**config.mk**
```make
export PLATFORM = sky130hd
export DESIGN_NAME = lab2_multicycle_cla_adder
export DESIGN_NICKNAME = d
export VERILOG_FILES = /design/src/rtl/lab2_arith_pkg.sv /design/src/rtl/lab2_cla4_slice.sv /design/src/rtl/lab2_multicycle_cla_adder.sv
export SDC_FILE = /design/constraint.sdc
export NUM_CORES = 1
export LEC_CHECK = 0
export CORE_UTILIZATION = 51
export CTS_CLUSTER_DIAMETER = 50
export CTS_CLUSTER_SIZE = 16
export DETAILED_ROUTE_END_ITERATION = 16
export GPL_TIMING_DRIVEN = 1
export PLACE_DENSITY = 0.82
export RECOVER_POWER = 25
export SKIP_CTS_REPAIR_TIMING = 1
export SKIP_LAST_GASP = 1
export SLEW_MARGIN = 15
export SYNTH_ARGS = -nofsm -noshare
export SYNTH_HDL_FRONTEND = slang
export SYNTH_SLANG_ARGS = --single-unit
```
**constraint.sdc**
```tcl
create_clock -name clk -period 3.03 [get_ports clk]
set_input_delay 0.7575 -clock clk [delete_from_list [all_inputs] [get_ports clk]]
set_output_delay 0.7575 -clock clk [all_outputs]
set_load 0.1 [all_outputs]
```
**src/rtl/lab2_arith_pkg.sv**
```systemverilog
// Shared definitions for the Lab2 multi-cycle arithmetic blocks: nibble width,
// sequencer states and nibble-count derivation.
package lab2_arith_pkg;

  localparam int NIBBLE_W = 4;

  typedef enum logic [1:0] {
    IDLE = 2'd0,
    RUN  = 2'd1,
    DONE = 2'd2
  } state_t;

  function automatic int nib_count(input int width);
    return width / NIBBLE_W;
  endfunction

endpackage

```
**src/rtl/lab2_cla4_slice.sv**
```systemverilog
// Combinational 4-bit carry-lookahead adder slice; c3_o is the carry into bit 3,
// exported so the caller can form two's-complement overflow.
module lab2_cla4_slice
  import lab2_arith_pkg::*;
(
  input  logic [NIBBLE_W-1:0] a_i,
  input  logic [NIBBLE_W-1:0] b_i,
  input  logic                cin_i,
  output logic [NIBBLE_W-1:0] s_o,
  output logic                cout_o,
  output logic                c3_o
);

  logic [NIBBLE_W-1:0] g;
  logic [NIBBLE_W-1:0] p;
  logic [NIBBLE_W:0]   c;

  assign g = a_i & b_i;
  assign p = a_i ^ b_i;

  // Every carry is flattened to depend only on g, p and cin_i.
  assign c[0] = cin_i;
  assign c[1] = g[0] | (p[0] & cin_i);
  assign c[2] = g[1] | (p[1] & g[0]) | (p[1] & p[0] & cin_i);
  assign c[3] = g[2] | (p[2] & g[1]) | (p[2] & p[1] & g[0])
              | (p[2] & p[1] & p[0] & cin_i);
  assign c[4] = g[3] | (p[3] & g[2]) | (p[3] & p[2] & g[1])
              | (p[3] & p[2] & p[1] & g[0]) | (&p & cin_i);

  assign s_o    = p ^ c[NIBBLE_W-1:0];
  assign cout_o = c[4];
  assign c3_o   = c[3];

endmodule

```
**src/rtl/lab2_multicycle_cla_adder.sv**
```systemverilog
// Multi-cycle WIDTH-bit adder: one CLA nibble per clock with a registered carry
// between nibbles. Define CLA_ADDER_OVF_EN to register signed overflow on ovf.
module lab2_multicycle_cla_adder
  import lab2_arith_pkg::*;
#(
  parameter int WIDTH = 16
) (
  input  logic             clk,
  input  logic             rst_n,
  input  logic             in_valid,
  output logic             in_ready,
  input  logic [WIDTH-1:0] a,
  input  logic [WIDTH-1:0] b,
  input  logic             cin,
  output logic             out_valid,
  input  logic             out_ready,
  output logic [WIDTH-1:0] sum,
  output logic             cout,
  output logic             ovf
);

  localparam int NIB   = nib_count(WIDTH);
  localparam int IDX_W = (NIB > 1) ? $clog2(NIB) : 1;
  localparam logic [IDX_W-1:0] LAST_IDX = IDX_W'(NIB - 1);

  state_t                       state_q, state_d;
  logic [IDX_W-1:0]             idx_q, idx_d;
  logic                         carry_q, carry_d;
  logic                         cout_q, cout_d;
  logic [NIB-1:0][NIBBLE_W-1:0] a_q, a_d, b_q, b_d, sum_q, sum_d;

  logic [NIBBLE_W-1:0] slice_s;
  logic                slice_cout;
  logic                slice_c3;
  logic                accept;
  logic                last_step;

  assign accept    = (state_q == IDLE) && in_valid;
  assign last_step = (state_q == RUN) && (idx_q == LAST_IDX);

  lab2_cla4_slice u_slice (
    .a_i    (a_q[idx_q]),
    .b_i    (b_q[idx_q]),
    .cin_i  (carry_q),
    .s_o    (slice_s),
    .cout_o (slice_cout),
    .c3_o   (slice_c3)
  );

  always_comb begin
    // NOTE: every _d starts from its _q so no branch can leave a latch behind.
    state_d = state_q;
    idx_d   = idx_q;
    carry_d = carry_q;
    cout_d  = cout_q;
    a_d     = a_q;
    b_d     = b_q;
    sum_d   = sum_q;
    unique case (state_q)
      IDLE: begin
        if (in_valid) begin
          a_d     = a;
          b_d     = b;
          carry_d = cin;
          sum_d   = '0;
          idx_d   = '0;
          cout_d  = 1'b0;
          state_d = RUN;
        end
      end
      RUN: begin
        sum_d[idx_q] = slice_s;
        carry_d      = slice_cout;
        idx_d        = idx_q + 1'b1;
        if (idx_q == LAST_IDX) begin
          cout_d  = slice_cout;
          state_d = DONE;
        end
      end
      DONE: begin
        if (out_ready) state_d = IDLE;
      end
      default: state_d = IDLE;
    endcase
  end

  // NOTE: operand and sum registers are plain flops, so they reset with the FSM.
  always_ff @(posedge clk or negedge rst_n) begin
    if (!rst_n) begin
      state_q <= IDLE;
      idx_q   <= '0;
      carry_q <= 1'b0;
      cout_q  <= 1'b0;
      a_q     <= '0;
      b_q     <= '0;
      sum_q   <= '0;
    end else begin
      // NOTE: non-blocking so every register samples pre-edge values.
      state_q <= state_d;
      idx_q   <= idx_d;
      carry_q <= carry_d;
      cout_q  <= cout_d;
      a_q     <= a_d;
      b_q     <= b_d;
      sum_q   <= sum_d;
    end
  end

`ifdef CLA_ADDER_OVF_EN
  logic ovf_q, ovf_d;

  // Overflow = carry into MSB xor carry out of MSB, captured on the last nibble.
  always_comb begin
    ovf_d = ovf_q;
    if (accept)         ovf_d = 1'b0;
    else if (last_step) ovf_d = slice_c3 ^ slice_cout;
  end

  always_ff @(posedge clk or negedge rst_n) begin
    if (!rst_n) ovf_q <= 1'b0;
    else        ovf_q <= ovf_d;
  end

  assign ovf = ovf_q;
`else
  logic unused_ovf_terms;
  assign unused_ovf_terms = slice_c3 ^ accept ^ last_step;
  assign ovf = 1'b0;
`endif

  assign in_ready  = (state_q == IDLE);
  assign out_valid = (state_q == DONE);
  assign sum       = sum_q;
  assign cout      = cout_q;

endmodule
```
* Yosys cells after proc, flatten, opt, wreduce, memory -nomap -nowiden *
Index checks and enable logic that the tools add are counted.

word-level totals
  word-level logic and storage cells = 81
  output and inout bits = 20
  bits of input ports = 37
  register bits after elaboration = 54

operators by class
  bitwise logic cells = 28
  reduce and logical (&&, ||, !) cells = 8
  muxes and demuxes = 20
  order comparisons = 2
  equal/unequal tests = 6
  add/sub/neg operators = 1

operators by type and width
  kind                 count
  $pmux 16 s2          1
  $bmux 4 s2           2
  $bwmux 16            1
  $mux 16              1
  $and 1x1->1          15
  $mux 4               3
  $or 1x1->1           10
  $demux 4 s2          1
  $mux 2               4
  $xor 4x4->4          2
  $pmux 2 s3           1
  $reduce_and 3->1     2
  $and 4x4->4          1
  $eq 2x2->1 const B   2
  $ne 2x1->1 const B   2
  $pmux 1 s2           2
  $pmux 2 s2           1
  $reduce_and 2->1     2
  $reduce_and 4->1     1
  $lt 2x3->1 const B   1
  $mux 1               3
  $add 2x1->2 const B  1
  $eq 2x1->1 const B   1
  $ge 2x1->1 const B   1
  4 further kinds      4

* Logic depth before layout (Yosys ltp) *
  depth after elaboration = 10
  depth in mapped cells = 7
  gate-level depth less buffers = 5

* Modules after synthesis *
A second synthesis with hierarchy kept.

second synthesis, totals
  cell total of the unflattened synthesis = 190
  area, all modules = 2703.8 µm²

by module, submodules not included
  module                     instances  cells an instance  sequential area each (µm²)  area an instance (µm²)
  lab2_multicycle_cla_adder  1          172                1351.3                      2548.7
  lab2_cla4_slice            1          18                 0.0                         155.1

* Worst setup path before layout *
OpenSTA, ideal clock, no wires.

  path kind = reg-to-output
  start point = reg state_q[0]
  end point = out in_ready
  setup slack = 0.374 ns
  stages on the path, launching flop included = 4
  data required time = 2.273 ns
  path buffers = 2
  arrival time = 1.899 ns
  cell sequence = dfrtp_1 -> buf_6 -> buf_2 -> nor2_1

on the way
  longest elaborated chain between the ends = 1

ends and longest elaborated chain
  element                   line                              RTL
  start: declaration        lab2_multicycle_cla_adder.sv:26   state_t state_q, state_d;
  start signal: assignment  lab2_multicycle_cla_adder.sv:99   state_q <= state_d;
  $logic_not 2->1           lab2_multicycle_cla_adder.sv:131  assign in_ready = (state_q == IDLE);
  end: declaration          lab2_multicycle_cla_adder.sv:11   output logic in_ready,

No other way between the ends.

* Worst setup path after layout *
  start point = reg idx_q[0]
  end point = reg sum_q, in the netlist sum[7]

on the way
  longest elaborated chain between the ends = 10
  elaborated cells on any way between the ends = 22
  those cells by class = 2 x order compare; 8 x mux; 11 x bitwise; 1 x reduce/logical

ends and longest elaborated chain
  element                                            line                                                              RTL
  start: declaration                                 lab2_multicycle_cla_adder.sv:27                                   logic [IDX_W-1:0] idx_q, idx_d;
  start signal: assignment                           lab2_multicycle_cla_adder.sv:100                                  idx_q <= idx_d;
  $bmux 4 s2, on equally long branches               lab2_multicycle_cla_adder.sv:42, lab2_multicycle_cla_adder.sv:43
  $mux 4, on equally long branches                   lab2_multicycle_cla_adder.sv:42, lab2_multicycle_cla_adder.sv:43
  $xor 4x4->4 / $and 4x4->4 (equally long branches)  lab2_cla4_slice.sv:19, lab2_cla4_slice.sv:18
  $and 1x1->1, on equally long branches              lab2_cla4_slice.sv:25, lab2_cla4_slice.sv:26
  $or 1x1->1 (tied with other cells)                 lab2_cla4_slice.sv:25                                             assign c[3] = g[2] | (p[2] & g[1]) | (p[2] & p[1] & g[0])
  $or 1x1->1 / $and 1x1->1 (equally long branches)   lab2_cla4_slice.sv:25, lab2_cla4_slice.sv:26
  $or 1x1->1                                         lab2_cla4_slice.sv:26                                             | (p[2] & p[1] & p[0] & cin_i);
  $xor 4x4->4                                        lab2_cla4_slice.sv:30                                             assign s_o = p ^ c[NIBBLE_W-1:0];
  $bwmux 16 (*)                                      lab2_multicycle_cla_adder.sv:72                                   sum_d[idx_q] = slice_s;
  $pmux 16 s2 (*)                                    lab2_multicycle_cla_adder.sv:59                                   unique case (state_q)
  end signal: assignment                             lab2_multicycle_cla_adder.sv:105                                  sum_q <= sum_d;
  end: declaration                                   lab2_multicycle_cla_adder.sv:30                                   logic [NIB-1:0][NIBBLE_W-1:0] a_q, a_d, b_q, b_d, sum_q, sum_d;

Every way passes the cells marked *; elsewhere a longest branch is shown, timed or not. The select of a mux whose other input is x is not followed.
A chain may end at the register's enable or synchronous reset.

==> results.md <==
- Synth top cells by count: 97 x nand2_1, 54 x dfrtp_1, 11 x nand3_1
- First-pass GRT wire length: ~8.9 mm
- Fillers: 420
- DR WL/cell: roughly 14 um
- Pin count of the biggest net entering global routing: 33
- Mapped Nets: 306
- Top FF cell, synth: dfrtp_1
- RSZ-0062 raised after global routing: false
- NumNets Final: 359
- Top cell type's share of synthesized area: 0.506
- Post-DR vias/cell: 5.23
- Worst-Margin Slew: between 1.5 and 2 ns
- Via count: 1986
- DRT Wirelength: 5.19 mm
- Flop and latch count out of synthesis: 54
- Failing checks: capacitance limit, slew limit
- Gr usage total: 0.214
- Max-cap violations: 1
- FP Rows: 25
- Clock sinks: between 50 and 60
- Max frequency: 378 MHz
- Die area: approximately 5500 um2
- Drt pass-1 iters: 4
- Worst min path class: flop to flop
- Die X: roughly 74 um
- Final setup vio count: 0
- TritonCTS clock tree: yes
- Synth area leader: dfrtp_1
- Mapped Avg Cell Area: about 10 um2
- Ys async rst share: 1.00
- Distinct cells, synth: 38
- CP arrival: 2.80 ns
- Area contributors post-synth: dfrtp_1 51%, nand2_1 14%, mux4_2 6.7%, ha_1 4.2%, a22o_1 2.3%
- Final min period: ~2.6 ns
- Worst path required time: 3.19 ns
- Fin crit share: 0.872
- CP max FO: 12
- Root Buffer Master: clkbuf_8
- WS Path Type: flop to flop
- Startpoint Class: flop
- Reg-to-reg setup timing slack: 0.39 ns
- Register area share after synthesis: 0.506
- Max Root-Sink Buffers: 2
- Final hold vios: 0
- CTS H-tree lvls: 2
- Die height: 74.4 um
- Antenna diodes: 0
- Initial Util: 0.548
- Total grt overflow: 0
- Final Skew: 0.0125 ns
- Remaining DRCs: 0
- Gpl congestion: between 0.7 and 0.8
- Crit end category: flop
- Number of flops mapped to enable cells by yosys: 0
- Antenna violations before repair: 0
- Sum Neg Setup Slack: 0 ns
- Rel. slew slack: -0.111
- Io pins: 57
- Clk_lat worst skew: 0.31 ns
- Input/output buffers: 55
- Area delta synth->final: 22.5%
- DRT iter0 DRCs: 119
- Most frequent cell after synthesis: nand2_1
- Status: complete, but fails checks
- Mapped Cells: 259
- Total CTS buffers: 5
- Core area: 4880 um2
- Vias in the first global route: 1898
- Reg area: 1350 um2
- Max Slew Vio Count: 33
- Share of cells above drive strength 1: 0.144
- Area occupied by multi-input gates: 1200 um2
- Synth Warn #: 0
- DP HPWL: 3.96 mm
- Routed Antenna Nets: 0
- Post-Syn Area: between 2000 and 3000 um2
- CTS clk-pin slew, worst paths: 0.09 ns
[cell usage in the layout, fill, tap and decap left out, drive strengths merged, types with 5 or more instances in the layout]
| cell type | n |
|---|---|
| clkdlybuf4s50 | 35 |
| clkbuf | 7 |
| nand2 | 97 |
| mux4 | 8 |
| nand3 | 12 |
| buf | 24 |
| a22o | 7 |
| nand3b | 5 |
| inv | 5 |
| nor2 | 10 |
| dfrtp | 54 |
| ha | 9 |
[worst paths after layout]
path,startpoint,end,depth (start not counted)
min reg2reg,a_q[11],a_q[11],2
max reg2reg,idx_q[0],sum[7],5
max,idx_q[0],sum[7],5
min,a_q[11],a_q[11],2
min in group asynchronous,rst_n,a_q[1],1
max in group asynchronous,rst_n,a_q[0],2
[cell families after synthesis]
| family | after synthesis | synth area share |
|---|---|---|
| other cells | 1 | 0.00140 |
| compound gates | 28 | 0.0843 |
| xor+xnor | 1 | 0.00328 |
| simple gates | 137 | 0.238 |
| fa+ha+maj | 10 | 0.0496 |
| flops | 54 | 0.506 |
| mux | 9 | 0.0712 |
| buf+inv | 19 | 0.0468 |
[metrics by stage]
step           cells  hold WS (ns)  instance area, um2  utilization  worst slack, ns
6_report         380         0.486                3270        0.671            0.387
5_1_grt          380         0.507                3270        0.671            0.201
4_1_cts          380         0.488                3280        0.672            0.165
3_5_place_dp     372         0.465                3190        0.654            0.200
3_3_place_gp     372         0.455                3190        0.654            0.330
2_1_floorplan    259         0.440                2670            -            0.374
[state kept, by name, summed over array words and instances, names as in the netlist]
name / cells
a_q: 16
b_q: 16
sum: 16
idx_q: 2
state_q: 2
carry_q: 1
cout: 1
[layout make-up]
cell class / instances / share of cell area
clock buffers: 5 / 0.0210
clock inverters: 3 / 0.00573
inverters: 4 / 0.00459
multi-input cells: 186 / 0.365
flip-flops and latches: 54 / 0.413
well taps: 67 / 0.0256
repair buffers: 61 / 0.164
[critical path: stages, from the launching register on]
cell and delay (ns):
dfrtp_2 0.58, mux4_2 0.56, ha_1 0.43, a21o_1 0.24
a311oi_1 0.53, o31ai_1 0.16
[layer usage]
metal / up-vias / wire (um) / track usage
met5: - / 0 / 0
met4: 0 / 99 / 0.0922
met1: 937 / 2360 / 0.285
met3: 7 / 229 / 0.0501
li1: 981 / - / -
met2: 61 / 2500 / 0.336
Power is not shown: default switching activity piles up to over one toggle a cycle in this logic, so the estimate is an artifact.
